File: src/rtl/ar_tag_allocator.sv
// AR tag allocator: assigns a free internal tag to each AR request, forwards it as ARID,
// records the original ID per tag and announces each allocation to the reorder buffer.
module ar_tag_allocator #(
    parameter int ID_WIDTH    = 8,
    parameter int ADDR_WIDTH  = 32,
    parameter int LEN_WIDTH   = 8,
    parameter int SIZE_WIDTH  = 3,
    parameter int BURST_WIDTH = 2,
    parameter int QOS_WIDTH   = 4,
    parameter int NUM_TAGS    = 16,
    localparam int TAG_W      = $clog2(NUM_TAGS),
    localparam int CNT_W      = $clog2(NUM_TAGS + 1)
) (
    input  logic                   clk,
    input  logic                   rst,
    input  logic                   in_valid,
    output logic                   in_ready,
    input  logic [ID_WIDTH-1:0]    in_id,
    input  logic [ADDR_WIDTH-1:0]  in_addr,
    input  logic [LEN_WIDTH-1:0]   in_len,
    input  logic [SIZE_WIDTH-1:0]  in_size,
    input  logic [BURST_WIDTH-1:0] in_burst,
    input  logic [QOS_WIDTH-1:0]   in_qos,
    output logic                   out_valid,
    input  logic                   out_ready,
    output logic [TAG_W-1:0]       out_id,
    output logic [ADDR_WIDTH-1:0]  out_addr,
    output logic [LEN_WIDTH-1:0]   out_len,
    output logic [SIZE_WIDTH-1:0]  out_size,
    output logic [BURST_WIDTH-1:0] out_burst,
    output logic [QOS_WIDTH-1:0]   out_qos,
    output logic                   alloc_valid,
    output logic [TAG_W-1:0]       alloc_tag,
    output logic [ID_WIDTH-1:0]    alloc_orig_id,
    output logic [LEN_WIDTH-1:0]   alloc_len,
    input  logic                   rel_valid,
    input  logic [TAG_W-1:0]       rel_tag,
    input  logic [TAG_W-1:0]       lookup_tag,
    output logic [ID_WIDTH-1:0]    lookup_orig_id,
    output logic [CNT_W-1:0]       outstanding,
    output logic                   rel_err
);

    logic [NUM_TAGS-1:0] busy_q;
    logic [ID_WIDTH-1:0] tbl_id [NUM_TAGS];
    logic [TAG_W-1:0]    free_tag;
    logic                have_free;
    logic                accept;
    logic                rel_hit;
    logic                rel_ok;
    logic                rel_bad;
    logic                out_valid_q;
    logic                alloc_valid_q;
    logic [CNT_W-1:0]    outstanding_q;
    logic                rel_err_q;

    // Lowest-index free tag wins: scan from the top so the last hit is the lowest.
    always_comb begin
        free_tag = '0;
        for (int unsigned i = NUM_TAGS; i > 0; i--) begin
            if (~busy_q[i-1]) begin
                free_tag = TAG_W'(i - 1);
            end
        end
    end

    assign have_free = |(~busy_q);
    assign in_ready  = have_free & (~out_valid_q | out_ready);
    assign accept    = in_valid & in_ready;
    assign rel_hit   = busy_q[rel_tag];
    assign rel_ok    = rel_valid & rel_hit;
    assign rel_bad   = rel_valid & ~rel_hit;

    always_ff @(posedge clk or posedge rst) begin
        if (rst) begin
            busy_q        <= '0;
            out_valid_q   <= 1'b0;
            out_id        <= '0;
            out_addr      <= '0;
            out_len       <= '0;
            out_size      <= '0;
            out_burst     <= '0;
            out_qos       <= '0;
            alloc_valid_q <= 1'b0;
            alloc_tag     <= '0;
            alloc_orig_id <= '0;
            alloc_len     <= '0;
            outstanding_q <= '0;
            rel_err_q     <= 1'b0;
            for (int unsigned i = 0; i < NUM_TAGS; i++) begin
                tbl_id[i] <= '0;
            end
        end else begin
            // Accept only occurs when the output slot is empty or draining, so the
            // payload never changes under a stalled beat.
            if (accept) begin
                busy_q[free_tag] <= 1'b1;
                tbl_id[free_tag] <= in_id;
                out_id           <= free_tag;
                out_addr         <= in_addr;
                out_len          <= in_len;
                out_size         <= in_size;
                out_burst        <= in_burst;
                out_qos          <= in_qos;
                alloc_tag        <= free_tag;
                alloc_orig_id    <= in_id;
                alloc_len        <= in_len;
            end
            if (rel_ok) begin
                busy_q[rel_tag] <= 1'b0;
            end
            out_valid_q   <= accept | (out_valid_q & ~out_ready);
            alloc_valid_q <= accept;
            rel_err_q     <= rel_err_q | rel_bad;
            if (accept & ~rel_ok) begin
                outstanding_q <= outstanding_q + CNT_W'(1);
            end else if (rel_ok & ~accept) begin
                outstanding_q <= outstanding_q - CNT_W'(1);
            end
        end
    end

    assign out_valid      = out_valid_q;
    assign alloc_valid    = alloc_valid_q;
    assign outstanding    = outstanding_q;
    assign rel_err        = rel_err_q;
    assign lookup_orig_id = tbl_id[lookup_tag];

endmodule

File: config.mk
export PLATFORM = sky130hd
export DESIGN_NAME = ar_tag_allocator
export DESIGN_NICKNAME = d
export VERILOG_FILES = /design/src/rtl/ar_tag_allocator.sv
export SDC_FILE = /design/constraint.sdc
export NUM_CORES = 1
export LEC_CHECK = 0
export CAP_MARGIN = 20
export CORE_ASPECT_RATIO = 1.2
export CORE_MARGIN = 3
export CORE_UTILIZATION = 35
export CTS_CLUSTER_DIAMETER = 100
export CTS_CLUSTER_SIZE = 14
export DETAILED_ROUTE_END_ITERATION = 12
export PLACE_DENSITY = 0.56
export SLEW_MARGIN = 5
export SYNTH_ARGS = -nofsm -noshare
export SYNTH_HDL_FRONTEND = slang
export SYNTH_SLANG_ARGS = --single-unit
File: constraint.sdc
create_clock -name clk -period 7.25 [get_ports clk]
set_input_delay 1.45 -clock clk [delete_from_list [all_inputs] [get_ports clk]]
set_output_delay 1.45 -clock clk [all_outputs]
set_load 0.01 [all_outputs]
### Yosys cells after proc, flatten, opt, wreduce, memory -nomap -nowiden

Index checks and enable logic that the tools add are counted.

* register bits: 213
* input bits: 70
* output and inout bits: 90
* word-level logic and storage cells: 95

* add/subtract/negate cells: 2
* order comparisons: 7
* mux-type cells: 32
* bitwise gates (word level): 21
* reductions and logical operators: 5

Operator list (number)
* $bwmux W128: 1
* $mux W4: 16
* $bmux W8 S4: 1
* $demux W8 S4: 1
* $mux W16: 2
* $not A16 Y16: 2
* $mux W8: 3
* $and A16 B16 Y16: 1
* $or A16 B16 Y16: 1
* $reduce_or A16 Y1: 1
* $ge A5 B5 Y1 const B: 2
* $lt A4 B5 Y1 const B: 2
* $mux W5: 2
* $not A4 Y5: 2
* $demux W1 S4: 2
* $ge A4 B1 Y1 const B: 2
* $and A1 B1 Y1: 7
* $add A5 B1 Y5 const B: 1
* $lt A5 B1 Y1 const B: 1
* $not A1 Y1: 5
* $sub A5 B1 Y5 const B: 1
* $bmux W1 S4: 1
* $logic_and A1 B1 Y1: 3
* $mux W1: 3
* other kinds (2): 4

### Logic depth before layout (Yosys ltp)

* word-level depth: 24
* gate-level depth with buffers: 14
* gate-level depth less buffers: 13

### Least setup slack after synthesis

No wires, ideal clock.

* path kind: in2out
* from: input port lookup_tag[0]
* to: output port lookup_orig_id[7]
* arrival: 3.102 ns
* setup slack: 2.698 ns
* stages: 4
* cells stage by stage: clkbuf_1 > clkbuf_1 > mux4_2 > mux4_2

* cells in the longest elaborated chain, start to end: 4

RTL lines
* start: declaration: RTL line 38 `input logic [TAG_W-1:0] lookup_tag,`
* $not A4 Y5 (not written as such): RTL line 127 `assign lookup_orig_id = tbl_id[lookup_tag];`
* $bmux W8 S4: RTL line 127
* $mux W8 (not written as such) (2 in a row): RTL line 127
* end: declaration: RTL line 39 `output logic [ID_WIDTH-1:0] lookup_orig_id,`

Every way passes these cells. The select of a mux whose other input is x is not followed.

### Worst setup path in the final report

* from: input port lookup_tag[1]
* to: output port lookup_orig_id[4]

Same word-level chain as after synthesis.

==> summary.md <==
The floorplan has 65 rows. The layout cell share with drive strength beyond 1 was 0.3620. For the finished layout, the period the worst path requires is 5.417 ns.

The number of detailed-route iterations in the first pass came out at 5. The transition time at the pin with the least slew margin came out at 1.013 ns. Die width: 157.6 um. For this block, the initial DRC count from the detailed router was 218. The number of warnings issued by yosys came out at 0. The adder and majority cell fraction of the synthesized area works out to 0.007262. Fill cells in the final layout number 2314. Share of synthesized cell area in and, or, nand and nor gates: 0.04656. H-tree depth reported by CTS: 1.

Combinational family with the most area after synthesis: multiplexers. The min-delay analysis places its worst path in the category reg2reg. The worst clock skew was 0.01287 ns. The top flip-flop cell by instance count after synthesis was dfrtp_1. Overall routed net length: 24140 um. The signal on the critical path passes through clkdlybuf4s50_1 -> buf_4 -> mux4_2 -> mux4_2 -> clkdlybuf4s50_1. The filler-free cell count of the finished design is 1103, and the total of flip-flops plus latches after synthesis is 213. The height of the die was 187.9 um. The run gives 11480 sq um as the cell area reported after detailed placement. The worst slew slack as a fraction of its limit came out at 0.3213.

The cell type with the largest total area after synthesis was dfrtp_1. TritonCTS built the clock tree. The global routing usage summed across all routing layers was 0.1655.

For the relative contribution of sequential cells to total power, the log shows 0.457. The internal power of the cells totals 2.702 mW. Setup repair after global routing left no endpoint under its margin. Compared with the post-synthesis result, the final layout area differs by 24.36%.

First-pass GRT wire length: 38070 um. The run gives 9521 um as the routed metal-1 wirelength. In this design, the stage delay of the slowest critical-path cell is 0.58 ns. The logs give 213 for the clock net sink count and 3.820 mW for the final total power.

The power per cell area came out at 318.4 nW/um^2. The logs give 0 for the total count of hold-check failures in the final report and 0 for the max-slew violation count. The routed design uses 944 um of met3 wire. The part of the power in the clock network was 0.232; the maximum fanout encountered on the critical timing path was 32.

The tools report the sum of overflow across all layers after global routing as 0. The critical path contains buffers and inverters numbering 3 combined. Counting along the longest clock path gives a buffer depth of 3.

Cell with the most instances after synthesis: dfrtp_1. The compound-cell area share of the yosys netlist was 0.03125. In this run the remaining antenna-violating nets after routing total 0. The leakage power is 5.164 nW. Core region area: 26760 sq um. Based on the critical path, the design can be clocked at up to 184.6 MHz. After detailed routing, the average wire length per cell comes to 21.89 um.

The final setup violation count is 0. The run gives 1082 as the count of placed standard cells including taps. The average footprint of a synthesized cell was 15.36 sq um. The via count normalized by instance count is 5.297.

The flow ran to the end, and the final reports show no timing, DRC or antenna violations. The async set or reset register ratio after synthesis works out to 1.000. Critical path data arrival time: 3.97 ns.

The worst-case vdd ir drop was 0.1372 mV. In this design, the largest share of critical-path delay is due to buffers and inverters. Pin placement for this block handled 160 I/O pins. For the total of max-cap violations, the log shows 0. The share of synthesized area spent on multiplexers was 0.3282. The tools report the unique cell type count in the Yosys netlist as 51. The final design area excluding fillers is 12000 sq um, and the initial antenna violation count is 0.

The run gives 6399 as the number of global-route vias before repair. In the post-synthesis netlist, the biggest area contributors are dfrtp_1, mux2_2, mux4_2. The quantity of gates resized following cts is 0, and the critical path required time is 5.80 ns. Detailed routing placed a total of 13120 um of wire on met2. Yosys mapped a number of flops with a built-in enable equal to 0. The die covers 29600 sq um. After clock tree synthesis, the setup repair step added 0 buffers.

In the final layout, the multi-input gates occupy 4039 sq um. The cell count after synthesis is 628. Aggregate negative setup slack: 0 ns. The fraction of the yosys area taken by sequential cells is 0.5525. The run gives 0.311 as the fraction of power consumed by combinational cells. The detailed-route via count is 5843. Class of the most critical setup path: in2out. The global placer's final weighted congestion is 0.8101. When the netlist entered floorplanning its net count stood at 703.

Ranked by instance count, the synthesized netlist is headed by dfrtp_1, mux2_2, mux4_2. Port buffering added 159 buffers. In this run the power spent charging and discharging nets is 1.118 mW. Quantity of hold-fixing buffers added after cts: 0.

At the end of the flow, the number of nets in the layout was 844. The repair_antennas step left the layout with diodes totalling 0. Clock-pin transition on the worst setup and hold timing paths: 0.07 ns.

The HPWL after detailed placement is 15720 um. The worst setup path is captured at an output port. The logs give 164 for the maximum number of pins on one net before global-route repair and 5330 sq um for the register cell area after layout. The proportion of netlist area held by the largest area contributor works out to 0.5525.

The library cell used as clock root buffer was clkbuf_16. STA classifies the critical path startpoint as a primary input. At the later pin of the worst-skew pair, clock insertion delay measures 0.48 ns.

The mapped netlist covers 9648 sq um. The CTS buffer count came out at 19. The highest routed metal layer is met4. For this run, design rule violations remaining after detail routing come to 0. The portion of the clock cycle consumed by the worst path in the final layout came out at 0.7472. The proportion of total power due to net switching is 0.2926. Initial core utilization: 0.3606.

On the critical path, the stage with the largest delay is an instance of mux4_2. The XOR/XNOR share of the synthesized area came out at 0.004539.
-- cell usage in the layout (no fill, tap or decap), drive strengths merged, types with 6 or more instances in the layout --
cell           netlist  routed
buf                 30       7
dfrtp              213     213
o21ai                7       7
mux2               187     187
o22a                 6       6
or3                  6       6
nand3                6       6
a21oi               11      11
nand2               19      19
nor3                 6       6
clkbuf              15      19
clkdlybuf4s50        0     158
inv                 10       9
nor2                19      19
mux4                44      44
-- sequential cells by signal (all words and copies together), names as in the netlist, 2 cells and up --
name and count:
tbl_id 128, outstanding 5, alloc_orig_id 8, out_addr 32
out_burst 2, out_size 3, alloc_tag 4, out_qos 4
busy_q 16, alloc_len 8
-- worst reg2reg max path: stages (launching register included) --
cell,delay [ns]
dfrtp_1,0.52
mux4_2,0.51
mux2_2,0.27
o21ai_0,0.20
or2_2,0.16
ha_1,0.17
inv_1,0.11
fa_1,0.41
a21o_1,0.19
a21oi_1,0.17
xnor2_1,0.14
nor2_1,0.07
xor2_1,0.15
-- layer usage --
| layer | track usage | up-vias |
|---|---|---|
| li1 | - | 2582 |
| met1 | 0.2111 | 3092 |
| met2 | 0.2963 | 135 |
| met3 | 0.02078 | 34 |
| met4 | 0.04274 | 0 |
| met5 | 0 | - |
-- through the flow --
stage / worst slack (ns) / utilization / hold WS [ns]
floorplan: 2.698 / - / 0.4739
global placement: 1.861 / 0.4282 / 0.4447
detailed placement: 1.830 / 0.4290 / 0.4569
CTS: 1.802 / 0.4474 / 0.4703
global route: 1.747 / 0.4484 / 0.4819
finish: 1.833 / 0.4484 / 0.4626
-- layout make-up --
| cell class | count | share of cell area |
|---|---|---|
| well taps | 335 | 0.03494 |
| clock buffers | 19 | 0.03963 |
| multi-input cells | 360 | 0.3366 |
| flip-flops and latches | 213 | 0.4443 |
| inverters | 10 | 0.003441 |
| repair buffers | 165 | 0.1397 |
| clock inverters | 1 | 0.001356 |
-- worst paths after layout --
| path | from | end | slack (ns) | depth (start not counted) |
|---|---|---|---|---|
| max | lookup_tag[1] | lookup_orig_id[4] | 1.83 | 5 |
| min | rel_err | rel_err | 0.46 | 1 |
| max reg2reg | busy_q[3] | outstanding[4] | 4.09 | 12 |
| min reg2reg | rel_err | rel_err | 0.46 | 1 |
| max in group asynchronous | rst | tbl_id[81] | 4.36 | 4 |
| min in group asynchronous | rst | out_addr[29] | 1.40 | 2 |
-- power groups by stage --
stage	Sequential, mW	Clock, mW	Combinational [mW]
after floorplan	1.72	0	0.790
after global placement	1.76	0	1.16
after detailed placement	1.77	0	1.20
after CTS	1.75	0.928	1.20
after global routing	1.79	0.975	1.28
final	1.75	0.886	1.19
-- logic make-up after synthesis --
family	count (synthesis)
multiplexers	232
flip-flops	213
AND/OR/NAND/NOR	78
buffers and inverters	55
AO/OA/AOI/OAI	40
XOR/XNOR	5
adder cells (fa/ha/maj)	5
No activity file was read; power rests on OpenSTA's default activity.
